File: src/rtl/risc8_intc.sv
// risc8_intc: interrupt controller for the 8-bit RISC core, on the COM bus.
// It latches rising edges on the irq lines as pending bits and masks them.
// The lowest-numbered enabled pending line is dispatched as a one-cycle
// cpu_int pulse, with its vector on com_rd. No further dispatch happens until
// the core writes EOI.
// Ports:
//   clk, rst        clock; synchronous active-high reset
//   irq[N_IRQ]      request lines, rising-edge sensitive
//   com_addr/com_wr COM address and write data from the core
//   com_we          COM write strobe
//   com_rd          read data: vector during the cpu_int cycle, else register data
//   com_hit         read-mux select: address in window or cpu_int high
//   cpu_int         interrupt pulse to the core (registered)
// com_rd and com_hit decode com_addr combinationally so that reads complete
// in the same cycle as the address.
module risc8_intc #(
  parameter int unsigned N_IRQ     = 8,
  parameter logic [7:0]  BASE_ADDR = 8'hF0,
  parameter logic [7:0]  VEC_BASE  = 8'h10
) (
  input  logic             clk,
  input  logic             rst,
  input  logic [N_IRQ-1:0] irq,
  input  logic [7:0]       com_addr,
  input  logic [7:0]       com_wr,
  input  logic             com_we,
  output logic [7:0]       com_rd,
  output logic             com_hit,
  output logic             cpu_int
);

  typedef enum logic [1:0] {IDLE, SIGNAL, SERVICE} state_t;

  state_t           state, state_d;
  logic [N_IRQ-1:0] irq_q, mask, mask_d, pend, pend_d, pend_clr;
  logic [N_IRQ-1:0] rise, req;
  logic [2:0]       cur_id, cur_id_d, pick;
  logic             cpu_int_d;
  logic [7:0]       offset, reg_rd;
  logic             in_win, wr_mask, wr_pend, wr_eoi;

  // Address decode; subtraction keeps the window check correct near 8'hFF.
  assign offset  = com_addr - BASE_ADDR;
  assign in_win  = offset < 8'd4;
  assign wr_mask = com_we && in_win && (offset[1:0] == 2'd0);
  assign wr_pend = com_we && in_win && (offset[1:0] == 2'd1);
  assign wr_eoi  = com_we && in_win && (offset[1:0] == 2'd2);

  assign rise = irq & ~irq_q;
  assign req  = pend & mask;

  // Lowest-numbered enabled pending line; scanning downward leaves the lowest.
  always_comb begin
    pick = 3'd0;
    for (int i = int'(N_IRQ) - 1; i >= 0; i--) begin
      if (req[i]) pick = 3'(i);
    end
  end

  // Next-state and register-update logic.
  always_comb begin
    state_d   = state;
    cur_id_d  = cur_id;
    mask_d    = mask;
    pend_clr  = '0;
    pend_d    = pend;
    cpu_int_d = 1'b0;
    if (wr_mask) mask_d = com_wr[N_IRQ-1:0];
    if (wr_pend) pend_clr = com_wr[N_IRQ-1:0];
    case (state)
      IDLE: begin
        if (|req) begin
          state_d  = SIGNAL;
          cur_id_d = pick;
          for (int i = 0; i < int'(N_IRQ); i++) begin
            if (3'(i) == pick) pend_clr[i] = 1'b1;
          end
        end
      end
      SIGNAL:  state_d = SERVICE;  // EOI during the pulse cycle is ignored
      SERVICE: begin
        if (wr_eoi) begin
          state_d  = IDLE;
          cur_id_d = 3'd0;
        end
      end
      default: state_d = IDLE;
    endcase
    // A new edge wins over any clear in the same cycle.
    pend_d    = (pend & ~pend_clr) | rise;
    cpu_int_d = (state_d == SIGNAL);
  end

  // State and register flops.
  always_ff @(posedge clk) begin
    if (rst) begin
      state   <= IDLE;
      irq_q   <= '0;
      mask    <= '0;
      pend    <= '0;
      cur_id  <= 3'd0;
      cpu_int <= 1'b0;
    end else begin
      state   <= state_d;
      irq_q   <= irq;
      mask    <= mask_d;
      pend    <= pend_d;
      cur_id  <= cur_id_d;
      cpu_int <= cpu_int_d;
    end
  end

  // Register read mux.
  always_comb begin
    reg_rd = 8'h00;
    case (offset[1:0])
      2'd0:    reg_rd = 8'(mask);
      2'd1:    reg_rd = 8'(pend);
      2'd2:    reg_rd = 8'h00;
      default: reg_rd = {state != IDLE, 4'b0000, cur_id};
    endcase
  end

  // The vector overrides register data for the pulse cycle.
  assign com_hit = in_win | cpu_int;
  assign com_rd  = cpu_int ? (VEC_BASE + {5'b00000, cur_id})
                           : (in_win ? reg_rd : 8'h00);

endmodule

File: config.mk
export PLATFORM = sky130hd
export DESIGN_NAME = risc8_intc
export DESIGN_NICKNAME = d
export VERILOG_FILES = /design/src/rtl/risc8_intc.sv
export SDC_FILE = /design/constraint.sdc
export NUM_CORES = 1
export LEC_CHECK = 0
export CAP_MARGIN = 20
export CORE_UTILIZATION = 44
export CTS_CLUSTER_DIAMETER = 150
export DETAILED_ROUTE_END_ITERATION = 8
export GPL_TIMING_DRIVEN = 0
export PLACE_DENSITY = 0.73
export SLEW_MARGIN = 20
export SYNTH_ARGS = -nofsm -noshare
export SYNTH_HDL_FRONTEND = slang
export SYNTH_SLANG_ARGS = --single-unit
File: constraint.sdc
create_clock -name clk -period 1.8 [get_ports clk]
set_input_delay 0.36 -clock clk [delete_from_list [all_inputs] [get_ports clk]]
set_output_delay 0.36 -clock clk [all_outputs]
set_load 0.05 [all_outputs]
==> results of run 1 <==
how the worst min path moves through the flow:
stage / end / slack, ps / cells past startpoint
2_1_floorplan: pend[2] / 400 / 1
5_1_grt: pend[2] / 470 / 1
6_report: pend[2] / 420 / 1
4_1_cts: pend[2] / 430 / 1
3_5_place_dp: pend[2] / 410 / 1
3_3_place_gp: pend[2] / 400 / 1
area by class of cell:
cell class	count	share of cell area [%]
repair buffers	42	19.0
clock buffers	7	2.61
flip-flops and latches	30	28.6
inverters	7	1.25
multi-input cells	120	44.0
well taps	44	2.61
plain buffers	5	1.66
clock inverters	1	0.238
repair_timing:
action | CTS | global route
endpoints found under the setup margin | 10 | 8
gates cloned | 1 | 0
buffers inserted | 5 | 0
resized for setup | 86 | 10
pin swaps | 5 | 5
synthesized netlist by cell type, drive strengths merged:
cell type  count
dfxtp         30
nand2         18
nor2          17
mux2i         16
nor2b         14
inv            6
nand3          6
a21oi          5
a41o           4
buf            4
o22ai          4
a22o           3
nand4          3
a21o           2
a32oi          2
and3b          2
clkbuf         2
nand2b         2
nand3b         2
nor3           2
o21ai          2
or2            2
or3            2
a221o          1
a221oi         1
a2bb2oi        1
a31o           1
a31oi          1
a32o           1
and2b          1
and4b          1
clkinv         1
nor4           1
o211ai         1
o21bai         1
o31ai          1
routing by layer:
| layer | track usage [%] | part of all wire, % |
|---|---|---|
| met2 | 43.2 | 50 |
| met5 | 0 | 0 |
| met3 | 6.93 | 6.2 |
| met4 | 9.63 | 1.0 |
| met1 | 26.5 | 43 |
cells in the final DEF, fill, tap and decap left out, types with 2 or more instances in the layout:
cell             instances
nand3_1                  6
a21oi_1                  5
buf_2                    2
inv_1                    6
nor2_4                   4
clkdlybuf4s50_1         18
dfxtp_1                 28
mux2i_1                 15
nand4_1                  3
buf_4                    8
clkbuf_2                 3
dfxtp_2                  2
o21ai_0                  2
clkbuf_1                 2
nor2b_1                 14
and3b_1                  2
nand2_1                 18
a41o_1                   4
nand2b_1                 2
clkbuf_4                 5
clkdlybuf4s15_2          2
nor2_1                  13
a21o_1                   2
or3_1                    2
o22ai_4                  3
a32oi_1                  2
buf_6                   12
stage by stage:
stage | hold slack [ps] | area, µm²
6_report | 420 | 2110
5_1_grt | 471 | 2110
4_1_cts | 427 | 2100
3_5_place_dp | 414 | 2000
3_3_place_gp | 404 | 2000
2_1_floorplan | 399 | 1580
power by group through the flow:
stage               Combinational, W  Sequential, W  Clock (W)
floorplan                  0.0000681       0.000722          0
global placement            0.000144       0.000726          0
detailed placement          0.000149       0.000727          0
CTS                         0.000157       0.000712   0.000425
global route                0.000170       0.000717   0.000467
finish                      0.000157       0.000713   0.000413
logic make-up (layout without fill, tap and decap cells):
logic type | Yosys count | count (layout) | share of synthesized area [%]
AND/OR/NAND/NOR | 73 | 73 | 27.6
AO/OA/AOI/OAI | 31 | 31 | 17.4
flip-flops | 30 | 30 | 40.3
multiplexers | 16 | 16 | 10.8
buffers and inverters | 13 | 62 | 3.95
worst max-delay path, cell delays in order:
cell and delay (ps):
buf_6 60, nand4_1 130, nor3_4 200, nand2b_1 100, or2_4 330, o22ai_4 140
buf_6 180
registers in the layout, indices dropped and copies added, names as in the netlist:
| register | cells |
|---|---|
| pend | 8 |
| cur_id | 3 |
| mask | 8 |
| cpu_int | 1 |
| state | 2 |
| irq_q | 8 |
==> flow_summary.html, run 1 <==
<table>
<tr><th>Metric</th><th>Value</th></tr>
<tr><th colspan="2">Run status</th></tr>
<tr><td>Failing checks</td><td>negative setup slack</td></tr>
<tr><td>Status</td><td>finished, violations left</td></tr>
<tr><th colspan="2">Die</th></tr>
<tr><td>Number of top-level pins</td><td>37</td></tr>
<tr><td>Num rows</td><td>20</td></tr>
<tr><td>Overall die width</td><td>60.2 µm</td></tr>
<tr><td>Floorplan core area</td><td>about 0.0031 mm²</td></tr>
<tr><td>Starting density of the core</td><td>between 40 and 50%</td></tr>
<tr><td>Die outline area</td><td>0.00362 mm²</td></tr>
<tr><td>Height of the die</td><td>about 60 µm</td></tr>
<tr><th colspan="2">Clocking</th></tr>
<tr><td>CTS root buffer</td><td>clkbuf_4</td></tr>
<tr><td>CTS HTree Levels</td><td>2</td></tr>
<tr><td>Clock buffers created by TritonCTS</td><td>5</td></tr>
<tr><td>Number of buffers added to fix hold violations after cts</td><td>0</td></tr>
<tr><td>CTS tree</td><td>built</td></tr>
<tr><td>Clk_lat worst skew</td><td>320 ps</td></tr>
<tr><td>Buffer levels on the longest clock path</td><td>2</td></tr>
<tr><td>Clock Sinks</td><td>30</td></tr>
<tr><td>Clock transition at path regs</td><td>~90 ps</td></tr>
<tr><th colspan="2">Setup path</th></tr>
<tr><td>Worst reg2reg setup slack</td><td>240 ps</td></tr>
<tr><td>CP startpoint</td><td>com_addr[7]</td></tr>
<tr><td>Class of the most critical setup path</td><td>primary input to output pin</td></tr>
<tr><td>Type of origin of the critical path</td><td>primary input</td></tr>
<tr><td>Startpoint of the worst register-to-register path</td><td>mask[2]</td></tr>
<tr><td>Element type at the critical path end</td><td>output pin</td></tr>
<tr><td>Worst path arrival time</td><td>1500 ps</td></tr>
<tr><td>FF-to-FF path depth</td><td>5</td></tr>
<tr><td>Required arrival time at the worst endpoint</td><td>1440 ps</td></tr>
<tr><td>Largest fanout of any net on the critical path</td><td>6</td></tr>
<tr><td>Critical Path End</td><td>com_rd[1]</td></tr>
<tr><td>Endpoint of the worst-slack reg-to-reg timing path</td><td>pend[6]</td></tr>
<tr><th colspan="2">STA</th></tr>
<tr><td>Max-slew violation count</td><td>0</td></tr>
<tr><td>Tightest Pin Transition</td><td>approximately 510 ps</td></tr>
<tr><td>Final worst path period need</td><td>~1900 ps</td></tr>
<tr><td>Post-Route Skew</td><td>roughly 4.7 ps</td></tr>
<tr><td>Total negative setup slack</td><td>-197 ps</td></tr>
<tr><td>Final-report setup violation count</td><td>6</td></tr>
<tr><td>Number of hold violations in the final report</td><td>0</td></tr>
<tr><td>Unrepaired setup endpoints after global routing</td><td>true</td></tr>
<tr><td>Achievable frequency</td><td>537 MHz</td></tr>
<tr><td>Period utilization</td><td>103%</td></tr>
<tr><td>Min setup slack post-route</td><td>-62.9 ps</td></tr>
<tr><td>Headroom to the max-slew limit</td><td>around 66%</td></tr>
<tr><th colspan="2">Detailed routing</th></tr>
<tr><td>Post-DR wirelength/cell</td><td>~15 µm</td></tr>
<tr><td>DR vias</td><td>approximately 1400</td></tr>
<tr><td>Count of TritonRoute iterations in the first routing pass</td><td>4</td></tr>
<tr><td>Remaining antenna violation count after routing</td><td>0</td></tr>
<tr><td>Starting DRC count in detailed routing</td><td>41</td></tr>
<tr><td>Number of vias per cell after detailed routing</td><td>between 5 and 6</td></tr>
<tr><td>DRC violations left</td><td>0</td></tr>
<tr><td>Sum of routed wire length over all layers</td><td>~3800 µm</td></tr>
<tr><th colspan="2">Yosys</th></tr>
<tr><td>Mean Syn Cell Area</td><td>around 9 µm²</td></tr>
<tr><td>Post-synth top area share</td><td>40.3%</td></tr>
<tr><td>Post-synthesis sequential area ratio</td><td>a little over 40%</td></tr>
<tr><td>Yosys cell types</td><td>between 40 and 50</td></tr>
<tr><td>Synthesized cell area</td><td>around 0.0015 mm²</td></tr>
<tr><td>Post-Synthesis Net Count</td><td>190</td></tr>
<tr><td>Top cell type by total area after synthesis</td><td>dfxtp_1</td></tr>
<tr><td>Number of synthesis warnings</td><td>0</td></tr>
<tr><td>Top cells by area, synth</td><td>dfxtp_1, mux2i_1, nor2b_1, nand2_1, nor2_1</td></tr>
<tr><td>Number of flip-flops and latches in the synthesized netlist</td><td>30</td></tr>
<tr><td>Synthesized instance count</td><td>163</td></tr>
<tr><th colspan="2">Global route</th></tr>
<tr><td>First-pass GRT wire length</td><td>approximately 6300 µm</td></tr>
<tr><td>Antenna violations before repair</td><td>0</td></tr>
<tr><td>Remaining Overflow, GRT</td><td>0</td></tr>
<tr><td>Total Routing Usage GR</td><td>between 20% and 30%</td></tr>
<tr><td>Via count of the first global-routing pass</td><td>roughly 1400</td></tr>
<tr><td>Maximum number of pins on one net before global-route repair</td><td>11</td></tr>
<tr><th colspan="2">Layout</th></tr>
<tr><td>Multi-input gate area</td><td>roughly 930 µm²</td></tr>
<tr><td>Combined flip-flop and latch cell area</td><td>a little over 600 µm²</td></tr>
<tr><td>Antenna diode count</td><td>0</td></tr>
<tr><td>Number of nets in the finished design</td><td>~240</td></tr>
<tr><td>Number of filler instances in the final layout</td><td>273</td></tr>
<tr><td>Area grow syn2layout</td><td>41.4%</td></tr>
<tr><td>Non-filler cells, final</td><td>approximately 260</td></tr>
<tr><td>Fraction of layout instances using a drive strength above 1</td><td>26.4%</td></tr>
<tr><td>Share of the core filled with cells in the final layout</td><td>between 60% and 70%</td></tr>
<tr><th colspan="2">Power and ir drop</th></tr>
<tr><td>Clock network fraction of design power</td><td>32.2%</td></tr>
<tr><td>Worst-case vdd ir drop</td><td>approximately 0.42 mV</td></tr>
<tr><td>Sequential share of power</td><td>approximately 56%</td></tr>
<tr><td>Internal power</td><td>0.000971 W</td></tr>
<tr><td>Power share of the combinational group</td><td>between 10% and 20%</td></tr>
<tr><td>Switching component of the power</td><td>0.000312 W</td></tr>
<tr><td>Net switching fraction of the power</td><td>24.3%</td></tr>
<tr><td>Leakage power of the design</td><td>~0.84 nW</td></tr>
<tr><td>Final Power</td><td>between 0.001 and 0.0015 W</td></tr>
<tr><td>Total power density per cell area</td><td>between 600 and 700 mW/mm²</td></tr>
<tr><th colspan="2">Job</th></tr>
<tr><td># Max-Cap Violations</td><td>0</td></tr>
<tr><th colspan="2">Placed design</th></tr>
<tr><td>Port-buffer cells</td><td>36</td></tr>
<tr><td>Final weighted congestion of routability-driven global placement</td><td>around 0.83</td></tr>
<tr><td>Placed wire-length estimate after detailed placement</td><td>roughly 2800 µm</td></tr>
<tr><td>Placed cells</td><td>243</td></tr>
<tr><td>DP Worst Slack</td><td>-1310 ps</td></tr>
<tr><th colspan="2">Hold path</th></tr>
<tr><td>Worst hold start</td><td>irq_q[2]</td></tr>
<tr><td>Type of the most critical hold path</td><td>flop to flop</td></tr>
</table>
(Power assumes the default switching activity.)
==> run 2, diff against run 1 <==
--- a/config.mk
+++ b/config.mk
@@ -11,7 +11,9 @@
 export DETAILED_ROUTE_END_ITERATION = 8
 export GPL_TIMING_DRIVEN = 0
 export PLACE_DENSITY = 0.73
+export SKIP_LAST_GASP = 1
 export SLEW_MARGIN = 20
 export SYNTH_ARGS = -nofsm -noshare
 export SYNTH_HDL_FRONTEND = slang
 export SYNTH_SLANG_ARGS = --single-unit
+export TNS_END_PERCENT = 10
==> run 2 against run 1 <==
Net effect:
- sequential cell count unchanged
- design area down 1.2%
- the run still ends with negative setup slack left
- sequential power is essentially flat
- cell count shrank 1.2%
- critical path type unchanged
- hold slack worse by 1.2 ps
- non-clock buffer count decreased by 1
==> flow_summary.html, run 2 (synthesis gave the netlist of run 1 again) <==
<table>
<tr><th>Metric</th><th>Value</th></tr>
<tr><th colspan="2">Placed design</th></tr>
<tr><td>Final weighted congestion of routability-driven global placement</td><td>0.870 (+4.7%)</td></tr>
<tr><td>Placed wire-length estimate after detailed placement</td><td>2620 µm (-7.4%)</td></tr>
<tr><td>Cell area reported after detailed placement</td><td>0.00197 mm² (-1.2%)</td></tr>
<tr><td>Port-buffer cells</td><td>36 (unchanged)</td></tr>
<tr><th colspan="2">Clocking</th></tr>
<tr><td>CTS root buffer</td><td>clkbuf_4</td></tr>
<tr><td>CTS HTree Levels</td><td>2 (unchanged)</td></tr>
<tr><td>Clock Sinks</td><td>30 (unchanged)</td></tr>
<tr><td>Buffer levels on the longest clock path</td><td>2 (unchanged)</td></tr>
<tr><td>Clock transition at path regs</td><td>80 ps (about the same)</td></tr>
<tr><td>Clk_lat worst skew</td><td>330 ps (about the same)</td></tr>
<tr><td>Number of buffers added to fix hold violations after cts</td><td>0 (unchanged)</td></tr>
<tr><td>Clock buffers created by TritonCTS</td><td>5 (unchanged)</td></tr>
<tr><td>CTS tree</td><td>built</td></tr>
<tr><th colspan="2">Global route</th></tr>
<tr><td>Maximum number of pins on one net before global-route repair</td><td>11 (unchanged)</td></tr>
<tr><td>Routing layer with the top usage in global route</td><td>met2</td></tr>
<tr><td>Via count of the first global-routing pass</td><td>1284 (-6.8%)</td></tr>
<tr><td>GR Layer Usage met1</td><td>26.7% (+0.19 points)</td></tr>
<tr><td>Fraction of met3 tracks used by global routing</td><td>5.19% (-1.7 points)</td></tr>
<tr><td>Total Routing Usage GR</td><td>22.3% (-1.9 points)</td></tr>
<tr><td>First-pass GRT wire length</td><td>5800 µm (-7.7%)</td></tr>
<tr><td>Remaining Overflow, GRT</td><td>0 (unchanged)</td></tr>
<tr><td>Antenna violations before repair</td><td>0 (unchanged)</td></tr>
<tr><td>Global Route met2 Usage</td><td>38.0% (-5.2 points)</td></tr>
<tr><th colspan="2">STA</th></tr>
<tr><td>Final-report setup violation count</td><td>7 (+1)</td></tr>
<tr><td>Number of hold violations in the final report</td><td>0 (unchanged)</td></tr>
<tr><td>Max-slew violation count</td><td>0 (unchanged)</td></tr>
<tr><td>Total negative setup slack</td><td>-94.1 ps (+102 ps)</td></tr>
<tr><td>Headroom to the max-slew limit</td><td>64.3% (-1.4 points)</td></tr>
<tr><td>Achievable frequency</td><td>545 MHz (+1.4%)</td></tr>
<tr><td>Final worst path period need</td><td>1840 ps (-26.5 ps)</td></tr>
<tr><td>Post-Route Skew</td><td>5.88 ps (+1.18 ps)</td></tr>
<tr><td>Worst hold slack</td><td>419 ps (-1.19 ps)</td></tr>
<tr><td>Unrepaired setup endpoints after global routing</td><td>true</td></tr>
<tr><td>Period utilization</td><td>102% (-1.5 points)</td></tr>
<tr><td>Tightest Pin Transition</td><td>535 ps (+21.3 ps)</td></tr>
<tr><td>Min setup slack post-route</td><td>-36.4 ps (+26.5 ps)</td></tr>
<tr><th colspan="2">Setup path</th></tr>
<tr><td>Class of the most critical setup path</td><td>primary input to output pin</td></tr>
<tr><td>Largest fanout of any net on the critical path</td><td>3 (-3)</td></tr>
<tr><td>Worst path arrival time</td><td>1480 ps (-20 ps)</td></tr>
<tr><td>Type of origin of the critical path</td><td>primary input</td></tr>
<tr><td>Worst reg2reg setup slack</td><td>270 ps (+30 ps)</td></tr>
<tr><td>Endpoint of the worst-slack reg-to-reg timing path</td><td>pend[6]</td></tr>
<tr><td>FF-to-FF path depth</td><td>5 (unchanged)</td></tr>
<tr><td>Required arrival time at the worst endpoint</td><td>1440 ps (about the same)</td></tr>
<tr><td>Startpoint of the worst register-to-register path</td><td>pend[2]</td></tr>
<tr><td>Element type at the critical path end</td><td>output pin</td></tr>
<tr><th colspan="2">Layout</th></tr>
<tr><td>Number of nets in the finished design</td><td>237 (-0.42%)</td></tr>
<tr><td>Fraction of layout instances using a drive strength above 1</td><td>23.4% (-3.0 points)</td></tr>
<tr><td>Most frequent standard cell in the layout excluding fill and tap cells</td><td>dfxtp_1</td></tr>
<tr><td>Antenna diode count</td><td>0 (unchanged)</td></tr>
<tr><td>Number of filler instances in the final layout</td><td>277 (+1.5%)</td></tr>
<tr><td>Final Cell Area</td><td>0.00208 mm² (-1.2%)</td></tr>
<tr><td>Area grow syn2layout</td><td>39.7%</td></tr>
<tr><td>Regs by FF count</td><td>irq_q x8, mask x8, pend x8</td></tr>
<tr><td>Most used cells in the layout excluding fill and tap cells</td><td>dfxtp_1, nand2_1, clkdlybuf4s50_1</td></tr>
<tr><th colspan="2">Die</th></tr>
<tr><td>Die outline area</td><td>0.00362 mm² (unchanged)</td></tr>
<tr><td>Height of the die</td><td>60.2 µm (unchanged)</td></tr>
<tr><td>Overall die width</td><td>60.2 µm (unchanged)</td></tr>
<tr><td>Num rows</td><td>20 (unchanged)</td></tr>
<tr><td>Number of top-level pins</td><td>37 (unchanged)</td></tr>
<tr><td>Starting density of the core</td><td>47.6% (unchanged)</td></tr>
<tr><td>Floorplan core area</td><td>0.00313 mm² (unchanged)</td></tr>
<tr><th colspan="2">Run status</th></tr>
<tr><td>Failing checks</td><td>negative setup slack</td></tr>
<tr><td>Status</td><td>finished, violations left</td></tr>
<tr><th colspan="2">Detailed routing</th></tr>
<tr><td>Starting DRC count in detailed routing</td><td>47 (+15%)</td></tr>
<tr><td>Count of TritonRoute iterations in the first routing pass</td><td>4 (unchanged)</td></tr>
<tr><td>DRC violations left</td><td>0 (unchanged)</td></tr>
<tr><td>Remaining antenna violation count after routing</td><td>0 (unchanged)</td></tr>
<tr><td>Post-DR wirelength/cell</td><td>14.2 µm (-5.1%)</td></tr>
<tr><td>DR vias</td><td>1336 (-2.8%)</td></tr>
<tr><td>Sum of routed wire length over all layers</td><td>3580 µm (-6.2%)</td></tr>
<tr><td>Number of vias per cell after detailed routing</td><td>5.28 (-1.7%)</td></tr>
<tr><th colspan="2">Job</th></tr>
<tr><td># Max-Cap Violations</td><td>0 (unchanged)</td></tr>
<tr><th colspan="2">Power and ir drop</th></tr>
<tr><td>Leakage power of the design</td><td>0.829 nW (-0.92%)</td></tr>
<tr><td>Worst-case vdd ir drop</td><td>0.368 mV (-12%)</td></tr>
<tr><td>Total power density per cell area</td><td>606 mW/mm² (-0.59%)</td></tr>
<tr><th colspan="2">Hold path</th></tr>
<tr><td>Worst hold start</td><td>irq_q[2]</td></tr>
<tr><td>Hold Path End</td><td>pend[2]</td></tr>
<tr><td>Hold path depth</td><td>1 (unchanged)</td></tr>
<tr><td>Type of the most critical hold path</td><td>flop to flop</td></tr>
</table>
==> run 2: cell count changes in the layout (fill, tap and decap cells not counted) <==
cell	previous run	this run
clkbuf_1	2	1
dfxtp_1	28	30
buf_2	2	3
dfxtp_2	2	0
clkdlybuf4s15_2	2	0
buf_6	12	10
clkinv_2	1	0
dlygate4sd2_1	1	3
o21bai_1	0	1
o21bai_2	1	0
buf_12	0	1
buf_4	8	7
==> run 2: metal layers <==
metal,share of wire (%),vias up,routed length [µm]
met2,48,40,1720
li1,-,678,-
met3,6.1,9,217
met1,44,609,1580
met4,1.8,0,65
met5,0,-,0
==> run 2: worst max-delay path by stage <==
stage	from	to	slack (ps)
final	com_addr[4]	com_hit	-40
after global routing	com_addr[4]	com_rd[1]	-110
after CTS	state[1]	com_rd[7]	-170
after detailed placement	com_addr[4]	com_rd[0]	-1370
after global placement	com_addr[7]	com_rd[0]	-1340
after floorplan	com_addr[7]	com_rd[0]	-170
==> run 2: critical path, stage by stage <==
cell,delay (ps)
buf_6,60
nand4_1,130
nor3_4,180
buf_4,140
or2_2,90
dlygate4sd2_1,510
==> run 2: repair_timing <==
action / CTS / global route
pin swaps: 5 / 5
setup endpoints to repair: 10 / 9
setup buffers: 5 / 1
gates resized for setup: 75 / 13
==> run 2: where the power goes <==
| part | switching, W | internal (W) | leakage, nW |
|---|---|---|---|
| clock | 0.000220 | 0.000176 | 0.0302 |
| sequential | 0.0000224 | 0.000691 | 0.246 |
| combinational | 0.0000613 | 0.0000901 | 0.552 |
==> run 2: layout make-up <==
class / instances / area (µm²) / area share [%]
buffer: 5 / 35.0 / 1.68
timing repair buffer: 41 / 390 / 18.8
sequential: 30 / 601 / 28.9
tap: 44 / 55.1 / 2.65
clock buffer: 6 / 51.3 / 2.47
inverter: 7 / 26.3 / 1.26
multi-input combinational: 120 / 922 / 44.3
==> run 2: per-stage QoR <==
step	utilization [%]	total power (W)	cells	setup slack [ps]
global route	66.5	0.00130	253	-112
detailed placement	63.0	0.000873	243	-1370
finish	66.5	0.00126	253	-36.4
CTS	66.2	0.00127	253	-165
global placement	63.0	0.000868	243	-1340
floorplan	-	0.000789	163	-167
==> run 3, diff against run 2 <==
==> constraint.sdc (replaced) <==
create_clock -name clk -period 1.8 [get_ports clk]
set_input_delay 0.18 -clock clk [delete_from_list [all_inputs] [get_ports clk]]
set_output_delay 0.18 -clock clk [all_outputs]
set_load 0.05 [all_outputs]
==> run 3 against run 2 <==
Net effect:
- the run now ends clean
- design area down 1.0%
- clock-buffer cell count up 1
- critical path depth unchanged
- sequential cell count unchanged
- global-route usage up 0.40 points
- clock skew up 0.95 ps
- utilization down 0.68 points
- cell count up 1.2%
- maximum frequency up 2.5%
- routed wire length down 0.31%
- sequential power about the same
- worst setup slack better by 45 ps
- critical endpoint is now com_rd[1]
==> flow_summary.html, run 3 (synthesis gave the netlist of run 1 again) <==
<table>
<tr><th>Metric</th><th>Value</th></tr>
<tr><th colspan="2">Run status</th></tr>
<tr><td>Status</td><td>completed</td></tr>
<tr><th colspan="2">Placed design</th></tr>
<tr><td>Placed wire-length estimate after detailed placement</td><td>2680 µm (+2.3%)</td></tr>
<tr><td>Cell area reported after detailed placement</td><td>0.00190 mm² (-3.4%)</td></tr>
<tr><td>Final weighted congestion of routability-driven global placement</td><td>0.845 (-2.9%)</td></tr>
<tr><td>Placed cells</td><td>243 (unchanged)</td></tr>
<tr><td>Port-buffer cells</td><td>36 (unchanged)</td></tr>
<tr><td>DP Worst Slack</td><td>-992 ps (+383 ps)</td></tr>
<tr><th colspan="2">Global route</th></tr>
<tr><td>Routing layer with the top usage in global route</td><td>met2</td></tr>
<tr><td>Maximum number of pins on one net before global-route repair</td><td>11 (unchanged)</td></tr>
<tr><td>Remaining Overflow, GRT</td><td>0 (unchanged)</td></tr>
<tr><td>Via count of the first global-routing pass</td><td>1336 (+4.0%)</td></tr>
<tr><td>Antenna violations before repair</td><td>0 (unchanged)</td></tr>
<tr><td>GR Layer Usage met1</td><td>25.7% (-1.0 points)</td></tr>
<tr><td>Total Routing Usage GR</td><td>22.7% (+0.40 points)</td></tr>
<tr><td>First-pass GRT wire length</td><td>5910 µm (+1.8%)</td></tr>
<tr><td>Fraction of met3 tracks used by global routing</td><td>6.93% (+1.7 points)</td></tr>
<tr><td>Global Route met2 Usage</td><td>39.4% (+1.4 points)</td></tr>
<tr><th colspan="2">Detailed routing</th></tr>
<tr><td>Remaining antenna violation count after routing</td><td>0 (unchanged)</td></tr>
<tr><td>Post-DR wirelength/cell</td><td>14.0 µm (-1.5%)</td></tr>
<tr><td>Starting DRC count in detailed routing</td><td>53 (+13%)</td></tr>
<tr><td>Sum of routed wire length over all layers</td><td>3570 µm (-0.31%)</td></tr>
<tr><td>DR vias</td><td>1338 (+0.15%)</td></tr>
<tr><td>DRC violations left</td><td>0 (unchanged)</td></tr>
<tr><td>Number of vias per cell after detailed routing</td><td>5.23 (-1.0%)</td></tr>
<tr><td>Count of TritonRoute iterations in the first routing pass</td><td>4 (unchanged)</td></tr>
<tr><th colspan="2">Clocking</th></tr>
<tr><td>Clock transition at path regs</td><td>90 ps (about the same)</td></tr>
<tr><td>CTS tree</td><td>built</td></tr>
<tr><td>CTS HTree Levels</td><td>2 (unchanged)</td></tr>
<tr><td>CTS root buffer</td><td>clkbuf_4</td></tr>
<tr><td>Clock buffers created by TritonCTS</td><td>5 (unchanged)</td></tr>
<tr><td>Clk_lat worst skew</td><td>330 ps (about the same)</td></tr>
<tr><td>Buffer levels on the longest clock path</td><td>2 (unchanged)</td></tr>
<tr><td>Number of buffers added to fix hold violations after cts</td><td>0 (unchanged)</td></tr>
<tr><td>Clock Sinks</td><td>30 (unchanged)</td></tr>
<tr><th colspan="2">Layout</th></tr>
<tr><td>Number of nets in the finished design</td><td>238 (+0.42%)</td></tr>
<tr><td>Most frequent standard cell in the layout excluding fill and tap cells</td><td>dfxtp_1</td></tr>
<tr><td>Non-filler cells, final</td><td>256 (+1.2%)</td></tr>
<tr><td>Antenna diode count</td><td>0 (unchanged)</td></tr>
<tr><td>Number of filler instances in the final layout</td><td>274 (-1.1%)</td></tr>
<tr><td>Regs by FF count</td><td>irq_q x8, mask x8, pend x8</td></tr>
<tr><td>Final Cell Area</td><td>0.00206 mm² (-1.0%)</td></tr>
<tr><td>Fraction of layout instances using a drive strength above 1</td><td>20.3% (-3.2 points)</td></tr>
<tr><td>Area grow syn2layout</td><td>38.3%</td></tr>
<tr><td>Most used cells in the layout excluding fill and tap cells</td><td>dfxtp_1, clkdlybuf4s50_1, nand2_1</td></tr>
<tr><th colspan="2">Die</th></tr>
<tr><td>Num rows</td><td>20 (unchanged)</td></tr>
<tr><td>Height of the die</td><td>60.2 µm (unchanged)</td></tr>
<tr><td>Overall die width</td><td>60.2 µm (unchanged)</td></tr>
<tr><td>Floorplan core area</td><td>0.00313 mm² (unchanged)</td></tr>
<tr><td>Starting density of the core</td><td>47.6% (unchanged)</td></tr>
<tr><td>Number of top-level pins</td><td>37 (unchanged)</td></tr>
<tr><td>Die outline area</td><td>0.00362 mm² (unchanged)</td></tr>
<tr><th colspan="2">Power and ir drop</th></tr>
<tr><td>Total power density per cell area</td><td>619 mW/mm² (+2.3%)</td></tr>
<tr><td>Final Power</td><td>0.00128 W (+1.2%)</td></tr>
<tr><td>Worst-case vdd ir drop</td><td>0.417 mV (+13%)</td></tr>
<tr><td>Leakage power of the design</td><td>0.821 nW (-0.99%)</td></tr>
<tr><th colspan="2">STA</th></tr>
<tr><td>Final worst path period need</td><td>1790 ps (-44.9 ps)</td></tr>
<tr><td>Post-Route Skew</td><td>6.83 ps (+0.947 ps)</td></tr>
<tr><td>Min setup slack post-route</td><td>8.44 ps (+44.9 ps)</td></tr>
<tr><td>Period utilization</td><td>99.5% (-2.5 points)</td></tr>
<tr><td>Unrepaired setup endpoints after global routing</td><td>true</td></tr>
<tr><td>Max-slew violation count</td><td>0 (unchanged)</td></tr>
<tr><td>Achievable frequency</td><td>558 MHz (+2.5%)</td></tr>
<tr><td>Headroom to the max-slew limit</td><td>64.8% (+0.50 points)</td></tr>
<tr><td>Final-report setup violation count</td><td>0 (-7)</td></tr>
<tr><td>Number of hold violations in the final report</td><td>0 (unchanged)</td></tr>
<tr><td>Tightest Pin Transition</td><td>528 ps (-7.53 ps)</td></tr>
<tr><th colspan="2">Setup path</th></tr>
<tr><td>Largest fanout of any net on the critical path</td><td>6 (+3)</td></tr>
<tr><td>Type of origin of the critical path</td><td>primary input</td></tr>
<tr><td>Class of the most critical setup path</td><td>primary input to output pin</td></tr>
<tr><td>Worst path arrival time</td><td>1610 ps (+130 ps)</td></tr>
<tr><td>Required arrival time at the worst endpoint</td><td>1620 ps (+180 ps)</td></tr>
<tr><td>Element type at the critical path end</td><td>output pin</td></tr>
<tr><th colspan="2">Hold path</th></tr>
<tr><td>Type of the most critical hold path</td><td>primary input to flop</td></tr>
<tr><th colspan="2">Job</th></tr>
<tr><td># Max-Cap Violations</td><td>0 (unchanged)</td></tr>
</table>
run 3: cell count changes in the layout (fill, tap and decap cells not counted), sizes merged:
| cell | change |
|---|---|
| clkinv | +1 |
| clkdlybuf4s15 | +1 |
| clkbuf | -2 |
| buf | -4 |
| dlygate4sd2 | +2 |
| clkdlybuf4s50 | +5 |
run 3: per-stage QoR:
step	TNS [ps]	util (%)	hold slack (ps)
final	0	65.8	403
after global routing	-69.8	65.8	393
after CTS	-40.1	64.6	392
after detailed placement	-8440	60.9	424
after global placement	-7630	60.9	405
after floorplan	-746	-	259
run 3: what timing repair did:
item,4_1_cts,5_1_grt
endpoints found under the setup margin,9,6
pin swaps,4,0
buffers inserted,2,4
resized for setup,66,3
run 3: worst max-delay path, stage by stage:
cell	delay [ps]
clkdlybuf4s50_1	440
nor3_4	220
nand2b_1	100
or2_4	340
o22ai_2	140
buf_6	180
run 3: area by class of cell:
class	instances	area, µm²	area share, %
multi-input combinational	120	880	42.7
buffer	5	35.0	1.70
inverter	7	26.3	1.28
clock inverter	1	5.00	0.243
tap	44	55.1	2.67
sequential	30	601	29.2
timing repair buffer	42	403	19.6
clock buffer	7	55.1	2.67
run 3: power by group:
group / switching (W) / internal, W / total (W)
combinational: 0.0000582 / 0.0000909 / 0.000149
sequential: 0.0000220 / 0.000691 / 0.000713
clock: 0.000225 / 0.000189 / 0.000414
run 3: worst paths after layout:
check / start / endpoint / slack [ps] / cells after the start
max: com_addr[2] / com_rd[1] / 8 / 6
min reg2reg: irq_q[2] / pend[2] / 420 / 1
max reg2reg: pend[2] / pend[4] / 250 / 5
min: irq[2] / irq_q[2] / 400 / 3
run 3: layer usage:
| metal | vias up | share of wire (%) | wire length (µm) |
|---|---|---|---|
| met5 | - | 0 | 0 |
| met2 | 33 | 48 | 1700 |
| met4 | 0 | 1.7 | 61 |
| li1 | 681 | - | - |
| met3 | 7 | 5.0 | 178 |
| met1 | 617 | 46 | 1630 |
